File: src/rtl/mux_reg_arb.sv
// mux_reg_arb
//   Registered NCH:1 channel multiplexer with a valid/ready handshake on every
//   input channel and on the output. The channel is picked either by an
//   external index (mode=0) or by a round-robin arbiter (mode=1). One beat can
//   be accepted per cycle while the downstream consumer keeps out_ready high.
//
// Ports
//   clk        clock; all state updates on the rising edge
//   rst_n      asynchronous, active-low reset
//   mode       0 = fixed select via sel, 1 = round-robin
//   sel        channel index used when mode=0 (out-of-range grants nothing)
//   in_data    NCH packed channels, channel i at [i*DW +: DW]
//   in_valid   per-channel valid
//   in_ready   per-channel ready, one-hot or zero
//   out_data   registered data of the last accepted beat
//   out_ch     channel index that supplied out_data
//   out_valid  output register holds a beat
//   out_ready  downstream accepts the beat
module mux_reg_arb #(
    parameter int DW  = 8,
    parameter int NCH = 4,
    parameter int SW  = $clog2(NCH)
) (
    input  logic              clk,
    input  logic              rst_n,
    input  logic              mode,
    input  logic [SW-1:0]     sel,
    input  logic [NCH*DW-1:0] in_data,
    input  logic [NCH-1:0]    in_valid,
    output logic [NCH-1:0]    in_ready,
    output logic [DW-1:0]     out_data,
    output logic [SW-1:0]     out_ch,
    output logic              out_valid,
    input  logic              out_ready
);

    // NCH expressed one bit wider than an index so that range checks and the
    // wrap-around sum in the round-robin scan never overflow.
    localparam logic [SW:0]   NCH_W  = (SW+1)'(NCH);
    localparam logic [SW-1:0] LAST_CH = SW'(NCH - 1);

    // ------------------------------------------------------------------
    // State
    // ------------------------------------------------------------------
    logic [DW-1:0] out_data_reg,  out_data_next;
    logic [SW-1:0] out_ch_reg,    out_ch_next;
    logic          out_valid_reg, out_valid_next;
    logic [SW-1:0] ptr_reg,       ptr_next;

    // ------------------------------------------------------------------
    // Channel unpacking
    // ------------------------------------------------------------------
    logic [DW-1:0] ch_data [NCH];

    genvar gi;
    generate
        for (gi = 0; gi < NCH; gi++) begin : g_unpack
            assign ch_data[gi] = in_data[gi*DW +: DW];
        end
    endgenerate

    // ------------------------------------------------------------------
    // Grant logic
    // ------------------------------------------------------------------
    logic          load;
    logic          xfer;
    logic [SW-1:0] fx_gnt;
    logic          fx_vld;
    logic [SW-1:0] rr_gnt;
    logic          rr_vld;
    logic [SW-1:0] gnt;
    logic          gnt_vld;

    // The output register can take a new beat when it is empty or draining
    // this cycle; out_ready feeds straight through to in_ready.
    assign load = !out_valid_reg || out_ready;

    // Fixed select: in_valid[sel] is only meaningful for in-range indices,
    // the range test masks it otherwise.
    assign fx_gnt = sel;
    assign fx_vld = ({1'b0, sel} < NCH_W) && in_valid[sel];

    // Round-robin scan starting at ptr. Iterating from the far end down to
    // ptr lets the closest valid channel overwrite earlier candidates, so
    // the final value is the first valid channel in scan order.
    always_comb begin
        logic [SW:0] pos;
        rr_gnt = '0;
        rr_vld = 1'b0;
        pos    = '0;
        for (int k = NCH - 1; k >= 0; k--) begin
            pos = {1'b0, ptr_reg} + (SW+1)'(k);
            if (pos >= NCH_W) begin
                pos = pos - NCH_W;
            end
            if (in_valid[pos[SW-1:0]]) begin
                rr_gnt = pos[SW-1:0];
                rr_vld = 1'b1;
            end
        end
    end

    assign gnt     = mode ? rr_gnt : fx_gnt;
    assign gnt_vld = mode ? rr_vld : fx_vld;
    assign xfer    = load && gnt_vld;

    // Ready is forced low while reset is held; outside reset it is one-hot
    // on the granted channel or zero.
    generate
        for (gi = 0; gi < NCH; gi++) begin : g_ready
            assign in_ready[gi] = rst_n && xfer && (gnt == SW'(gi));
        end
    endgenerate

    // ------------------------------------------------------------------
    // Next-state
    // ------------------------------------------------------------------
    always_comb begin
        out_data_next  = out_data_reg;
        out_ch_next    = out_ch_reg;
        out_valid_next = out_valid_reg;
        ptr_next       = ptr_reg;
        if (xfer) begin
            out_data_next  = ch_data[gnt];
            out_ch_next    = gnt;
            out_valid_next = 1'b1;
            // The pointer only advances for round-robin grants so that a
            // stretch of fixed-select traffic resumes where arbitration left.
            if (mode) begin
                ptr_next = (gnt == LAST_CH) ? '0 : gnt + 1'b1;
            end
        end else if (out_ready) begin
            out_valid_next = 1'b0;
        end
    end

    always_ff @(posedge clk or negedge rst_n) begin
        if (!rst_n) begin
            out_data_reg  <= '0;
            out_ch_reg    <= '0;
            out_valid_reg <= 1'b0;
            ptr_reg       <= '0;
        end else begin
            out_data_reg  <= out_data_next;
            out_ch_reg    <= out_ch_next;
            out_valid_reg <= out_valid_next;
            ptr_reg       <= ptr_next;
        end
    end

    assign out_data  = out_data_reg;
    assign out_ch    = out_ch_reg;
    assign out_valid = out_valid_reg;

endmodule

File: config.mk
export PLATFORM = sky130hd
export DESIGN_NAME = mux_reg_arb
export DESIGN_NICKNAME = d
export VERILOG_FILES = /design/src/rtl/mux_reg_arb.sv
export SDC_FILE = /design/constraint.sdc
export NUM_CORES = 1
export LEC_CHECK = 0
export ABC_AREA = 0
export ABC_CLOCK_PERIOD_IN_PS = 1470
export BUFFER_PORTS_ARGS = -buffer_cell sky130_fd_sc_hd__buf_2
export CAP_MARGIN = 40
export CORE_MARGIN = 1.5
export CORE_UTILIZATION = 40
export CTS_CLUSTER_DIAMETER = 60
export DETAILED_ROUTE_END_ITERATION = 8
export GPL_TIMING_DRIVEN = 0
export PLACE_DENSITY = 0.81
export SYNTH_ARGS = -nofsm -noshare
export SYNTH_HDL_FRONTEND = slang
export SYNTH_SLANG_ARGS = --single-unit
File: constraint.sdc
create_clock -name clk -period 1.47 [get_ports clk]
set_input_delay 0 -clock clk [delete_from_list [all_inputs] [get_ports clk]]
set_output_delay 0 -clock clk [all_outputs]
set_load 0.005 [all_outputs]
After elaboration in Yosys (flattened, before gate mapping)

Index checks and enable logic that the tools add are counted.

Add/sub/neg operators: 8
Equal/unequal tests: 3
Shift-type cells: 0
Mux-type cells: 30
Bitwise operators: 1
Magnitude comparators: 10
Reductions and logical operators: 11
Divide/modulo/power cells: 0
Multiply operators: 0

Operators by type and width:

| operator              | count |
|---|---|
| $mux W2               | 10 |
| $bmux W8 S2           | 1 |
| $mux W8               | 2 |
| $lt A2 B3 Y1 const B  | 5 |
| $ge A3 B3 Y1 const B  | 4 |
| $mux W1               | 12 |
| $bmux W1 S2           | 5 |
| $sub A2 B1 Y2 const B | 4 |
| $add A2 B2 Y3 const B | 2 |
| $logic_and A1 B1 Y1   | 6 |
| $eq A2 B2 Y1 const B  | 2 |
| $add A2 B1 Y3 const B | 1 |
| $ge A2 B3 Y1 const B  | 1 |
| $not A2 Y3            | 1 |
| $add A2 B1 Y2 const B | 1 |
| $eq A2 B1 Y1 const B  | 1 |
| $logic_not A2 Y1      | 1 |
| $reduce_and A2 Y1     | 1 |
| $reduce_bool A2 Y1    | 1 |
| $logic_not A1 Y1      | 1 |
| $logic_or A1 B1 Y1    | 1 |

Latch bits: 0
ROM bits: 0
Memories: 0
Logic and storage cells: 67
Output and inout port bits: 15
Bits of input ports: 42
Register bits after elaboration: 13
Memory bits (writable): 0

Logic depth before layout (Yosys ltp)

Gate-level depths: netlist of run 1.

Depth after elaboration: 14
Depth in mapped cells: 8
Mapped depth without buffers: 6

Least setup slack after synthesis of run 1

No wires, ideal clock.

Path type: register to register
From: register ptr_reg[1]
To: register out_data_reg[1], in the netlist out_data[1]
Library setup time: 0.138 ns
Arrival: 1.489 ns
Path buffers: 2
Setup slack: -0.157 ns
Clock period less this slack: 1.627 ns
Stages on the path, launching flop included: 9
Required time: 1.332 ns
Cell sequence: dfrtp_1 inv_1 a21oi_1 o211ai_1 a31o_1 buf_6 buf_6 mux2i_1 o221ai_1

Longest elaborated chain between the ends: 14
Elaborated cells between the ends (all ways): 38

Ends and longest elaborated chain:

| what                                                 | line   | text |
|---|---|---|
| start: declaration                                   | 48     | `logic [SW-1:0] ptr_reg, ptr_next;` |
| start signal: assignment                             | 147    | `ptr_reg <= ptr_next;` |
| $add A2 B2 Y3                                        | 92     | `pos = {1'b0, ptr_reg} + (SW+1)'(k);` |
| $ge A3 B3 Y1 / $sub A2 B1 Y2 (equally long branches) | 93, 94 |  |
| $mux W2                                              | 93     | `if (pos >= NCH_W) begin` |
| $bmux W1 S2                                          | 96     | `if (in_valid[pos[SW-1:0]]) begin` |
| $mux W1 (implied by the code)                        | 96     |  |
| $mux W2 (4 in a row)                                 | 96     |  |
| $mux W2                                              | 103    | `assign gnt = mode ? rr_gnt : fx_gnt;` |
| $not A2 Y3 (implied by the code)                     | 124    | `out_data_next = ch_data[gnt];` |
| $bmux W8 S2                                          | 124    |  |
| $mux W8 (implied by the code) (2 in a row)           | 124    |  |
| end signal: assignment                               | 144    | `out_data_reg <= out_data_next;` |
| end: declaration                                     | 45     | `logic [DW-1:0] out_data_reg, out_data_next;` |

Several ways; a longest one is shown, not always the timed one. The select of a mux whose other input is x is not followed.
A chain may end at the register's enable or synchronous reset.

Final worst setup path of run 1

From: register ptr_reg[1]
To: register out_data_reg[7], in the netlist out_data[7]

The elaborated chain is that of the path after synthesis.

==> results by group, run 1 <==
Routing
  – Starting DRT DRC Count: 23
  – Total Wirelength: 2851 µm
  – DRT met1 WL: 1114 µm
  – Vias: 1113
  – DR WL met3: 219 µm
  – Drt via density: 5.325
  – Post-route DRC: 0
  – Top sig layer: met4
  – DRT Pass-1 Iters: 4
  – Post-DRT Antenna Nets: 0
  – Avg WL per Cell: 13.64 µm
  – DR WL met2: 1499 µm

Finish
  – Fin util: 0.6255
  – Number of diodes: 0
  – Share of cells above drive strength 1: 0.5475
  – Net count reported at finish: 222
  – Max FFs per register: 8
  – Fin area: 1578 µm²
  – Area grow syn2layout: 45.61%
  – Fillcell total: 214

Logic synthesis
  – Top-count cell post-synth: nand2_1
  – Sequential area share after synthesis: 0.3002
  – Top_reg_cell synth: dfrtp_1
  – Area contributors post-synth: dfrtp_1 (30%), mux2i_1 (15%), nand2_1 (6.2%)
  – Post-synthesis async set-or-reset flop share: 1.000
  – Largest area contributor in the netlist: dfrtp_1
  – Post-Syn Area: 1084 µm²
  – Syn Inst Count: 109
  – Net Count, Synth: 151
  – Commonest cells post-synth: nand2_1 (18), mux2i_1 (16), dfrtp_1 (13)
  – Ys Warns: 0
  – Cell variety after synth: 39
  – Seq cells post-synth: 13
  – Share of the synthesized area in the top cell type: 0.3002
  – Post-synth EDFFs: 0
  – Syn avg cell area: 9.941 µm²

Power
  – LEAKAGE: 0.0008084 µW
  – Internal power: 1174 µW
  – Seq pwr share: 0.299
  – NetSw: 652.0 µW
  – PwrDens: 1157 nW/µm²
  – Sw Ratio: 0.3570
  – Clock power frac: 0.122
  – Comb pwr share: 0.579
  – Max IR drop VDD: 0.6984 mV

Clock network
  – CTS tree: yes
  – Clk sink count: 13
  – TritonCTS Buffers: 3
  – Worst-Skew Late Latency: 0.27 ns
  – H-tree depth: 1
  – Clock-pin slew on the worst setup and hold paths: 0.08 ns
  – CTS max path bufs: 2
  – Clock root buffer: clkbuf_4

Min path
  – Hold Path Depth: 3
  – HP Start: in_data[5]
  – Hold endpoint: out_data[5]
  – Hold Path Class: in -> reg

Die
  – # rows: 18
  – Die area: 3030 µm²
  – # IOs: 57
  – Die Ht: 55.05 µm
  – Total core area: 2522 µm²
  – Initial Util: 0.4296
  – Die width: 55.05 µm

Setup path
  – Data required, critical path: 1.67 ns
  – Arr. time, crit path: 2.02 ns
  – CP max FO: 5
  – Worst reg-to-reg setup slack: -0.35 ns
  – Reg-to-Reg End: out_data[7]
  – Crit end category: register
  – Crit Path Class: reg -> reg
  – Worst r2r src: ptr_reg[1]
  – Reg2reg path depth: 8
  – Kind of start point of the critical path: register

Placed design
  – HPWL Detailed: 2118 µm
  – DP Area: 1395 µm²
  – Routability Congestion: 0.8763
  – Number of buffers added on ports: 54

Timing
  – Final period util: 1.236
  – Min Tclk post-route: 1.818 ns
  – Hold slack final: 0.03172 ns
  – Final setup fails: 15
  – Fin. Hold Viols: 0
  – Fmax: 550.2 MHz
  – Max_slew headroom: 0.7842
  – Max-slew violations: 0
  – Worst Tran Pin Value: 0.3237 ns
  – Clock Skew: 0.001798 ns
  – Fin Setup TNS: -3.752 ns
  – Setup WS post-layout: -0.3476 ns
  – Unrepaired setup endpoints after global routing: yes

Run
  – Max Cap Violations: 0

GRT
  – Number of global-route vias before repair: 997
  – Total gr overflow: 0
  – Global-route usage over all layers: 0.1997
  – Largest net degree at the start of global routing: 16
  – Global-route wire length before repair: 4257 µm
  – Initial antenna violation count: 0

Run status
  – Status: finished, violations left
  – Failing checks: negative setup slack
[final cells by class]
class,count,area [µm²],area share
Clock buffer,4,26.28,0.01665
Multi-Input combinational cell,84,689.4,0.4370
Tap cell,30,37.54,0.02379
Timing Repair Buffer,66,395.4,0.2506
Sequential cell,13,326.6,0.2070
Buffer,7,83.83,0.05313
Inverter,5,18.77,0.01190
[stage by stage]
| step | power (µW) | setup WS [ns] | cells |
|---|---|---|---|
| 2_1_floorplan | 1122 | -0.1334 | 109 |
| 3_3_place_gp | 1348 | -0.2857 | 193 |
| 3_5_place_dp | 1380 | -0.3598 | 193 |
| 4_1_cts | 1734 | -0.2895 | 205 |
| 5_1_grt | 1968 | -0.4051 | 209 |
| 6_report | 1826 | -0.3476 | 209 |
[cell usage in the layout, fill, tap and decap left out, types with 2 or more instances in the layout]
cell type / count
inv_1: 3
o21ai_1: 2
nand3b_1: 2
buf_6: 7
a211oi_2: 2
nand3_1: 3
inv_2: 2
nor2_1: 3
buf_2: 54
mux2_4: 3
o311ai_0: 2
nor2b_1: 2
a21oi_2: 2
o221ai_1: 4
clkbuf_4: 3
o211ai_1: 2
dfrtp_1: 12
buf_4: 8
o21ai_2: 5
nand2_1: 18
mux2i_1: 16
[worst max path at each step]
stage / slack (ns) / startpoint / to / cells past startpoint
CTS: -0.29 / ptr_reg[1] / in_ready[0] / 8
global placement: -0.29 / ptr_reg[1] / out_data[1] / 8
detailed placement: -0.36 / ptr_reg[1] / out_data[5] / 8
floorplan: -0.13 / ptr_reg[1] / out_data[1] / 8
finish: -0.35 / ptr_reg[1] / out_data[7] / 8
global route: -0.41 / ptr_reg[1] / in_ready[2] / 8
[critical path, stage by stage (launching register included)]
cell and delay [ns]:
dfrtp_2 0.45, inv_2 0.09, a21oi_2 0.05, o211ai_1 0.24
a31o_1 0.19, buf_6 0.13, buf_6 0.14, mux2_4 0.31
o21ai_2 0.14
[power by group through the flow]
stage | logic [µW] | clock network [µW] | registers [µW]
after floorplan | 573 | 0 | 549
after global placement | 803 | 0 | 545
after detailed placement | 830 | 0 | 550
after CTS | 945 | 239 | 550
after global routing | 1150 | 256 | 561
final | 1060 | 222 | 546
[layer usage]
| metal | vias up | track usage |
|---|---|---|
| met5 | - | 0 |
| met4 | 0 | 0.09350 |
| met3 | 2 | 0.05376 |
| met2 | 45 | 0.3294 |
| met1 | 519 | 0.2408 |
| li1 | 547 | - |
[repair_timing]
item	CTS	global route
buffers inserted	7	3
setup endpoints to repair	15	15
hold buffers	1	0
hold endpoints to repair	13	0
gates cloned	0	1
gates resized for setup	9	4
pin swaps	6	6
[cells by family (layout without fill, tap and decap cells)]
| group | Yosys count | after routing | share of synthesized area |
|---|---|---|---|
| AO/OA/AOI/OAI | 27 | 27 | 0.2055 |
| XOR/XNOR | 1 | 1 | 0.008085 |
| buffers and inverters | 12 | 82 | 0.08890 |
| flip-flops | 13 | 13 | 0.3002 |
| multiplexers | 22 | 22 | 0.2448 |
| AND/OR/NAND/NOR | 34 | 34 | 0.1524 |
No activity file was read; power rests on OpenSTA's default activity.
==> inputs of run 2 (changes only) <==
==> constraint.sdc (replaced) <==
create_clock -name clk -period 1.47 [get_ports clk]
set_input_delay 0.147 -clock clk [delete_from_list [all_inputs] [get_ports clk]]
set_output_delay 0.147 -clock clk [all_outputs]
set_load 0.005 [all_outputs]
==> results by group, run 2 (synthesis results as in run 1) <==
Run status
  – Status: finished, violations left
  – Failing checks: negative setup slack

Power
  – NetSw: 718.1 µW
  – Clock power frac: 0.122
  – Sw Ratio: 0.3672
  – Max IR drop VDD: 0.9090 mV
  – Internal power: 1237 µW
  – LEAKAGE: 0.0008264 µW
  – PwrDens: 1188 nW/µm²
  – Seq pwr share: 0.277
  – Comb pwr share: 0.600

Finish
  – Max FFs per register: 8
  – Net count reported at finish: 224
  – Commonest non-fill, non-tap cell in the layout: buf_2
  – Fillcell total: 201
  – Number of diodes: 0
  – Most frequent cells in the layout: buf_2 (54), nand2_1 (16), mux2i_1 (14)
  – Register area: 326.6 µm²
  – Multi-input gate area: 739.5 µm²
  – Finished Layout Cells: 211
  – Fin area: 1647 µm²
  – Share of cells above drive strength 1: 0.5967
  – Area grow syn2layout: 51.96%

Setup path
  – Data required, critical path: 1.32 ns
  – CP max FO: 6
  – Arr. time, crit path: 1.79 ns
  – Crit end category: output pin
  – Kind of start point of the critical path: register
  – Crit Path Class: reg -> out

Die
  – Total core area: 2522 µm²
  – Die area: 3030 µm²
  – # rows: 18
  – Die width: 55.05 µm
  – Die Ht: 55.05 µm
  – Initial Util: 0.4296
  – # IOs: 57

Placed design
  – DP Area: 1398 µm²
  – Routability Congestion: 0.7166
  – Placed cells: 193
  – HPWL Detailed: 2159 µm
  – Number of buffers added on ports: 54

GRT
  – Number of global-route vias before repair: 1057
  – Global-route wire length before repair: 4560 µm
  – Largest net degree at the start of global routing: 14
  – Global-route usage over all layers: 0.2198
  – Total gr overflow: 0
  – Initial antenna violation count: 0

Timing
  – Setup WS post-layout: -0.4673 ns
  – Max-slew violations: 0
  – Max_slew headroom: 0.5789
  – Fin. Hold Viols: 0
  – Clock Skew: 0.002308 ns
  – Worst Tran Pin Value: 0.6296 ns
  – Unrepaired setup endpoints after global routing: yes
  – Min Tclk post-route: 1.937 ns
  – Final period util: 1.318
  – Fmax: 516.2 MHz
  – Final setup fails: 15

Routing
  – Total Wirelength: 3251 µm
  – Vias: 1129
  – Drt via density: 5.351
  – Post-route DRC: 0
  – Avg WL per Cell: 15.41 µm
  – Starting DRT DRC Count: 17
  – Post-DRT Antenna Nets: 0
  – DRT Pass-1 Iters: 4

Clock network
  – CTS max path bufs: 2
  – CTS tree: yes
  – Clock-pin slew on the worst setup and hold paths: 0.08 ns
  – Clk sink count: 13
  – Worst-Skew Late Latency: 0.29 ns
  – Clock root buffer: clkbuf_4
  – H-tree depth: 1
  – TritonCTS Buffers: 3

Run
  – Max Cap Violations: 0

Min path
  – Hold Path Class: in -> reg
## run 2: cell count changes in the layout (fill, tap and decap cells not counted), moves of 2 or more
cell     before  now
nand3_2       0    2
mux2i_1      16   14
mux2i_4       1    3
nand2_1      18   16
buf_12        1    3
nand3_1       3    1
buf_4         8   10
## run 2: path summary, 6_finish.rpt
path	startpoint	end	slack, ns	cells after the start
min in group asynchronous	rst_n	out_ch[0]	0.45	2
min reg2reg	out_data[3]	out_data[3]	0.49	2
max	ptr_reg[1]	in_ready[2]	-0.47	8
min	in_data[5]	out_data[5]	0.16	3
max in group asynchronous	rst_n	ptr_reg[1]	0.58	2
max reg2reg	ptr_reg[1]	out_data[1]	-0.41	9
## run 2: power by group through the flow
stage | logic, µW | clock network (µW) | registers [µW]
after detailed placement | 838 | 0 | 546
after floorplan | 576 | 0 | 549
after global routing | 1270 | 257 | 553
after CTS | 1040 | 235 | 539
after global placement | 806 | 0 | 543
final | 1170 | 239 | 543
## run 2: area by class of cell
type,count,share of cell area
buffer,7,0.05091
timing repair buffer,68,0.2515
clock buffer,4,0.01596
inverter,5,0.01140
sequential,13,0.1983
multi-input combinational,84,0.4491
tap,30,0.02280
## run 2: per-layer routing
metal  GRT usage  up-vias  share of wire
met1      0.2233      529           0.37
met5           0        -              0
met3     0.05645       15          0.052
met2      0.3948       43           0.54
li1            -      542              -
met4      0.1423        0          0.040
## run 2: what timing repair did
item / in CTS / in global routing
hold buffers: 1 / 0
endpoints found under the hold margin: 13 / 0
setup buffers: 15 / 2
endpoints found under the setup margin: 16 / 16
gates resized for setup: 9 / 15
pin swaps: 9 / 2
## run 2: critical path, cell delays in order, from the launching register on
cell and delay (ns):
dfrtp_2 0.45, inv_2 0.10, a21oi_2 0.05, o211ai_1 0.21, a31o_1 0.21, buf_6 0.11
buf_8 0.11, nor2b_1 0.13, buf_2 0.12
## run 2: stage by stage
stage	TNS, ns	total power [µW]	utilization	setup WS (ns)	hold WS [ns]
final	-5.382	1955	0.6528	-0.4673	0.1631
after floorplan	-1.133	1125	-	-0.1334	-0.1486
after global placement	-3.249	1349	0.5541	-0.2950	0.05456
after CTS	-4.049	1814	0.6181	-0.3880	0.1746
after detailed placement	-4.053	1385	0.5541	-0.4085	0.05785
after global routing	-6.744	2083	0.6528	-0.5426	0.1907
